==> src/rtl/vga_pkg.sv <==
// Shared types and constants for the VGA animation sequencer.
package vga_pkg;

  localparam int unsigned CoordW = 10;

  typedef logic [CoordW-1:0] coord_t;

  typedef enum logic [1:0] {
    StIdle = 2'd0,
    StRun  = 2'd1,
    StHold = 2'd2
  } state_e;

  typedef enum logic {
    ModeWrap   = 1'b0,
    ModeBounce = 1'b1
  } mode_e;

endpackage

==> src/rtl/vga_anim_sequencer_if.sv <==
// Config/status bundle between the timing generator side and the animation sequencer.
interface vga_anim_sequencer_if
  import vga_pkg::*;
();

  logic        vsync;
  logic        enable;
  logic        pause;
  logic        mode;
  logic [3:0]  speed;
  coord_t      scroll_x;
  logic [1:0]  palette_sel;
  logic [7:0]  frame_count;
  logic        frame_tick;
  logic [1:0]  state;
  logic        dir;

  modport master (
    output vsync, enable, pause, mode, speed,
    input  scroll_x, palette_sel, frame_count, frame_tick, state, dir
  );

  modport slave (
    input  vsync, enable, pause, mode, speed,
    output scroll_x, palette_sel, frame_count, frame_tick, state, dir
  );

endinterface

==> src/rtl/vga_frame_edge.sv <==
// vsync rising-edge detector producing a registered one-cycle frame tick.
module vga_frame_edge (
  input  logic clk,
  input  logic rst_n,
  input  logic vsync,
  output logic frame_tick
);

  logic vsync_q;
  logic tick_q;

  // vsync_q resets high so a vsync already high at release is not seen as an edge.
  always_ff @(posedge clk or negedge rst_n) begin
    if (!rst_n) begin
      vsync_q <= 1'b1;
      tick_q  <= 1'b0;
    end else begin
      vsync_q <= vsync;
      tick_q  <= vsync & ~vsync_q;
    end
  end

  assign frame_tick = tick_q;

endmodule

==> src/rtl/vga_anim_sequencer.sv <==
// Frame-rate animation FSM: scroll offset, palette cycling and frame counting per vsync.
module vga_anim_sequencer
  import vga_pkg::*;
#(
  parameter int unsigned X_MAX        = 511,
  parameter int unsigned PAL_DIV_LOG2 = 4
) (
  input logic                 clk,
  input logic                 rst_n,
  vga_anim_sequencer_if.slave bus
);

  localparam coord_t            XMaxC   = coord_t'(X_MAX);
  localparam logic [CoordW:0]   XMaxW   = (CoordW + 1)'(X_MAX);
  localparam logic [7:0]        PalMask = 8'((1 << PAL_DIV_LOG2) - 1);

  logic frame_tick;

  vga_frame_edge u_frame_edge (
    .clk        (clk),
    .rst_n      (rst_n),
    .vsync      (bus.vsync),
    .frame_tick (frame_tick)
  );

  state_e     state_q, state_d;
  coord_t     scroll_q, scroll_d;
  logic       dir_q, dir_d;
  logic [7:0] fc_q, fc_d;
  logic [1:0] pal_q, pal_d;
  logic       mode_prev_q, mode_prev_d;

  // Motion datapath: sums are one bit wider than the coordinate so bounce compares never wrap.
  coord_t          speed_c;
  logic [CoordW:0] sum;
  logic            switch_clamp;
  coord_t          next_x;
  logic            next_dir;
  logic [7:0]      fc_inc;
  logic            pal_step;

  assign speed_c      = coord_t'(bus.speed);
  assign sum          = {1'b0, scroll_q} + (CoordW + 1)'(bus.speed);
  assign switch_clamp = (mode_e'(bus.mode) == ModeBounce) && !mode_prev_q &&
                        ({1'b0, scroll_q} > XMaxW);
  assign fc_inc       = fc_q + 8'd1;
  assign pal_step     = (fc_inc & PalMask) == 8'd0;

  always_comb begin
    next_x   = scroll_q;
    next_dir = dir_q;
    if (switch_clamp) begin
      // Entering bounce from an offset wrap mode left out of range.
      next_x   = XMaxC;
      next_dir = 1'b1;
    end else if (mode_e'(bus.mode) == ModeWrap) begin
      next_x = sum[CoordW-1:0];
    end else if (!dir_q) begin
      if (sum > XMaxW) begin
        next_x   = XMaxC;
        next_dir = 1'b1;
      end else begin
        next_x = sum[CoordW-1:0];
      end
    end else if (scroll_q < speed_c) begin
      next_x   = '0;
      next_dir = 1'b0;
    end else begin
      next_x = scroll_q - speed_c;
    end
  end

  always_comb begin
    logic clear;
    clear       = 1'b0;
    state_d     = state_q;
    scroll_d    = scroll_q;
    dir_d       = dir_q;
    fc_d        = fc_q;
    pal_d       = pal_q;
    mode_prev_d = mode_prev_q;
    if (frame_tick) begin
      unique case (state_q)
        StIdle: begin
          if (bus.enable) state_d = StRun;
        end
        StRun: begin
          if (!bus.enable) begin
            clear = 1'b1;
          end else if (bus.pause) begin
            state_d = StHold;
          end else begin
            scroll_d    = next_x;
            dir_d       = next_dir;
            fc_d        = fc_inc;
            mode_prev_d = bus.mode;
            if (pal_step) pal_d = pal_q + 2'd1;
          end
        end
        StHold: begin
          if (!bus.enable) begin
            clear = 1'b1;
          end else if (!bus.pause) begin
            state_d = StRun;
          end
        end
        default: clear = 1'b1;
      endcase
      if (clear) begin
        state_d     = StIdle;
        scroll_d    = '0;
        dir_d       = 1'b0;
        fc_d        = '0;
        pal_d       = '0;
        mode_prev_d = 1'b0;
      end
    end
  end

  always_ff @(posedge clk or negedge rst_n) begin
    if (!rst_n) begin
      state_q     <= StIdle;
      scroll_q    <= '0;
      dir_q       <= 1'b0;
      fc_q        <= '0;
      pal_q       <= '0;
      mode_prev_q <= 1'b0;
    end else begin
      state_q     <= state_d;
      scroll_q    <= scroll_d;
      dir_q       <= dir_d;
      fc_q        <= fc_d;
      pal_q       <= pal_d;
      mode_prev_q <= mode_prev_d;
    end
  end

  assign bus.scroll_x    = scroll_q;
  assign bus.palette_sel = pal_q;
  assign bus.frame_count = fc_q;
  assign bus.frame_tick  = frame_tick;
  assign bus.state       = state_q;
  assign bus.dir         = dir_q;

endmodule

==> src/flat_wrapper.sv <==
// flat-port wrapper written by rule: the top's interface ports become plain ports
module vga_anim_sequencer_flat import vga_pkg::*;
#(
  parameter int unsigned X_MAX        = 511,
  parameter int unsigned PAL_DIV_LOG2 = 4
)
  (clk, rst_n, bus_vsync, bus_enable, bus_pause, bus_mode, bus_speed, bus_scroll_x, bus_palette_sel, bus_frame_count, bus_frame_tick, bus_state, bus_dir);
  vga_anim_sequencer_if bus_i ();
  input logic clk;
  input logic rst_n;
  input wire logic [$bits(bus_i.vsync)-1:0] bus_vsync;
  input wire logic [$bits(bus_i.enable)-1:0] bus_enable;
  input wire logic [$bits(bus_i.pause)-1:0] bus_pause;
  input wire logic [$bits(bus_i.mode)-1:0] bus_mode;
  input wire logic [$bits(bus_i.speed)-1:0] bus_speed;
  output wire logic [$bits(bus_i.scroll_x)-1:0] bus_scroll_x;
  output wire logic [$bits(bus_i.palette_sel)-1:0] bus_palette_sel;
  output wire logic [$bits(bus_i.frame_count)-1:0] bus_frame_count;
  output wire logic [$bits(bus_i.frame_tick)-1:0] bus_frame_tick;
  output wire logic [$bits(bus_i.state)-1:0] bus_state;
  output wire logic [$bits(bus_i.dir)-1:0] bus_dir;
  assign bus_i.vsync = bus_vsync;
  assign bus_i.enable = bus_enable;
  assign bus_i.pause = bus_pause;
  assign bus_i.mode = bus_mode;
  assign bus_i.speed = bus_speed;
  assign bus_scroll_x = bus_i.scroll_x;
  assign bus_palette_sel = bus_i.palette_sel;
  assign bus_frame_count = bus_i.frame_count;
  assign bus_frame_tick = bus_i.frame_tick;
  assign bus_state = bus_i.state;
  assign bus_dir = bus_i.dir;
  vga_anim_sequencer #(.X_MAX(X_MAX), .PAL_DIV_LOG2(PAL_DIV_LOG2)) u_core (.clk(clk), .rst_n(rst_n), .bus(bus_i));
endmodule
==> config.mk <==
export PLATFORM = sky130hd
export DESIGN_NAME = vga_anim_sequencer_flat
export DESIGN_NICKNAME = d
export VERILOG_FILES = /design/src/rtl/vga_pkg.sv /design/src/rtl/vga_anim_sequencer_if.sv /design/src/rtl/vga_frame_edge.sv /design/src/rtl/vga_anim_sequencer.sv /design/src/flat_wrapper.sv
export SDC_FILE = /design/constraint.sdc
export NUM_CORES = 1
export LEC_CHECK = 0
export CAP_MARGIN = 20
export CORE_MARGIN = 3
export CORE_UTILIZATION = 35
export DETAILED_ROUTE_END_ITERATION = 10
export MAX_ROUTING_LAYER = met4
export PLACE_DENSITY = 0.63
export SYNTH_ARGS = -nofsm -noshare
export SYNTH_HDL_FRONTEND = slang
export SYNTH_SLANG_ARGS = --single-unit
==> constraint.sdc <==
create_clock -name clk -period 2.55 [get_ports clk]
set_clock_uncertainty 0.2 [all_clocks]
set_input_delay 0.51 -clock clk [delete_from_list [all_inputs] [get_ports clk]]
set_output_delay 0.51 -clock clk [all_outputs]
set_load 0.05 [all_outputs]
==> out/results.tsv <==
metric	value	unit
gp_congestion	0.914	
grt_pass1_vias	1961	
yosys.area.top_type	dfrtp_1	
insertedDiodeCount	0	
finalCriticalPeriod	2.48	ns
die_height	82.8	um
critPathKind	flop to flop	
crit_chain	buf_4 -> ha_1 -> nor2b_1 -> o21ai_1 -> a2111oi_0 -> a311oi_1 -> o21ai_0 -> a31o_2	
ys_dominant_reg_cell	dfrtp_1	
drive_gt1_share	29.0	%
reg2reg_depth	8	
start_util	36.8	%
cap_violations	0	
hold_path_end	u_core.bus.frame_count[7]	
crit_path_max_incr_delay	0.45	ns
hold_start	u_core.bus.frame_count[7]	
port_buffers	33	
crit_fanout	4	
cts_buffers	3	
cts_buffer_depth	2	
synthCells	241	
cts_hold_buf	0	
p_comb_share	60.7	%
vias	2038	
synthDistinctLibCells	58	
dpl.cell_count	374	
seq_area_frac_synth	31.6	%
drv_slew	0	
avgSynthCellArea	8.56	um2
worstMarginPinSlew	0.502	ns
synth-async-reset-ratio	100	%
yosysWarnings	0	
dieWidth	82.8	um
r2r-end	u_core.bus.scroll_x[7]	
cpMaxStageDelayCell	dfrtp_2	
ys_seq_elements	26	
seqPwrFrac	26.5	%
fp-row-count	27	
switchingPower	0.913	mW
period_share	97.2	%
fin_cells	382	
max_freq	404	MHz
synth_top_area_share	30.3	%
grt_pass1_wl	9340	um
wl_per_cell	14.7	um
fin_ws	0.0717	ns
pin_count	34	
p_per_area	719	mW/mm2
maxSlewHeadroom	66.5	%
yosysMostFrequentCell	o21ai_0	
gr-total-overflow	0	
endpoint_kind	flop	
cts_htree_levels	1	
holdCritPathClass	flop to flop	
drt_iter0_markers	145	
syn_area	0.00206	mm2
root_buffer	clkbuf_8	
clk_pin_slew	0.09	ns
cts.sinks	26	
hold_path_depth	1	
area_delta_synth_final	40.7	%
critPathRequiredTime	2.52	ns
dieArea	0.00685	mm2
status	finished clean	
nets	335	
finalHoldViolCount	0	
p_int	1.17	mW
fillCellCount	554	
p_leak	1.22	nW
hpwl	4230	um
synth_nets	265	
synth_edf_count	0	
ant_nets	0	
irDropWorstVdd	595	uV
via_per_inst	5.34	
cts_tree	done	
p_sw_share	43.8	%
synth_commonest_cells	29 x o21ai_0, 25 x dfrtp_1, 22 x nand2_1	
clk_latency	0.27	ns
antenna_found_initial	0	
routed_wl	5620	um
core-area	0.00561	mm2
place_ws	-0.686	ns
grt.total_usage	17.9	%
post-route-util	51.7	%
p_clk_share	12.8	%
finalSetupViolCount	0	
critPathLaunchType	flop	
synth_area_leaders	dfrtp_1 30%, ha_1 7.3%, o21ai_0 7.0%	
first_pass_iters	4	
crit_arrival	2.44	ns
regToRegStartpoint	u_core.bus.scroll_x[2]	
drcViolationCount	0	
grt_start_max_net_pins	27	
timing.critical_path.from	u_core.bus.scroll_x[2]	
r2r_slack	0.07	ns
rsz0062_at_grt	true	
-- metal layers --
metal	up-vias	wire [um]	track usage, %
met2	54	2720	30.4
met3	5	236	1.30
met4	0	39	2.94
met5	-	0	-
li1	1004	-	-
met1	975	2620	23.9
-- cell usage in the layout (no fill, tap or decap), types with 3 or more instances in the layout --
cell,instances
xnor2_1,8
o21ai_0,26
inv_2,6
dfrtp_2,6
nand2_1,22
a31o_2,3
or3_1,3
o21ai_1,8
nor2b_1,3
nand2b_1,3
clkbuf_8,4
nand3_1,3
buf_4,44
nor2_1,20
ha_4,5
and3_1,4
dfrtp_1,19
nor3_1,3
ha_1,7
inv_1,8
a31oi_1,3
clkdlybuf4s50_1,29
a21oi_1,16
-- registers in the layout, summed over array words and instances (netlist names) --
| signal | flops |
|---|---|
| u_core.mode_prev_q | 1 |
| u_core.bus.scroll_x | 10 |
| u_core.bus.state | 2 |
| u_core.bus.dir | 1 |
| u_core.u_frame_edge.vsync_q | 1 |
| u_core.bus.frame_count | 8 |
| u_core.u_frame_edge.frame_tick | 1 |
| u_core.bus.palette_sel | 2 |
-- area by class of cell --
class	instances	area [um2]	share of cell area, %
inverters	15	60.1	2.07
well taps	72	90.1	3.10
flip-flops and latches	26	659	22.7
repair buffers	78	659	22.7
clock buffers	4	55.1	1.90
multi-input cells	187	1380	47.5
-- worst max-delay path, delay by kind of cell (launching register included) --
kind	cells	cell delay, ns
buffers and inverters	1	0.16
DFF	1	0.45
AOI/OAI and AO/OA	5	1.19
adders and majority gates	1	0.23
and+or+nand+nor	1	0.14
-- through the flow --
step                      power, mW  area, um2  hold WS [ns]  setup TNS (ns)
final                          2.09       2900         0.298               0
after global routing           2.24       2900         0.319          -0.158
after CTS                      2.08       2870         0.299               0
after detailed placement       1.76       2740         0.281           -6.84
after global placement         1.75       2740         0.267           -6.52
after floorplan                1.31       2090        0.0144        -0.00448
-- worst max-delay path by stage --
stage / to
after floorplan: u_core.bus.scroll_x[9]
after global placement: u_core.bus.scroll_x[7]
after detailed placement: u_core.bus.scroll_x[7]
after CTS: u_core.bus.scroll_x[7]
after global routing: u_core.bus.scroll_x[1]
final: u_core.bus.scroll_x[7]
-- power by group through the flow --
stage	Clock (mW)	Combinational [mW]	Sequential, mW
floorplan	0	0.560	0.747
global placement	0	1.20	0.553
detailed placement	0	1.21	0.552
CTS	0.280	1.24	0.553
global route	0.299	1.38	0.566
finish	0.267	1.27	0.552
-- logic make-up (layout without fill, tap and decap cells) --
family	after synthesis	in the layout	share of synthesized area (%)
mux	2	2	1.03
simple gates	75	75	18.3
fa+ha+maj	14	14	9.22
flops	26	26	31.6
xor+xnor	10	10	4.25
compound gates	86	86	29.4
buf+inv	28	97	6.25
-- repair_timing --
| item | 4_1_cts | 5_1_grt |
|---|---|---|
| setup buffers | 2 | 2 |
| pin swaps | 13 | 17 |
| setup endpoints to repair | 11 | 11 |
| resized for setup | 25 | 5 |
Power figures use the tool's default switching activity.
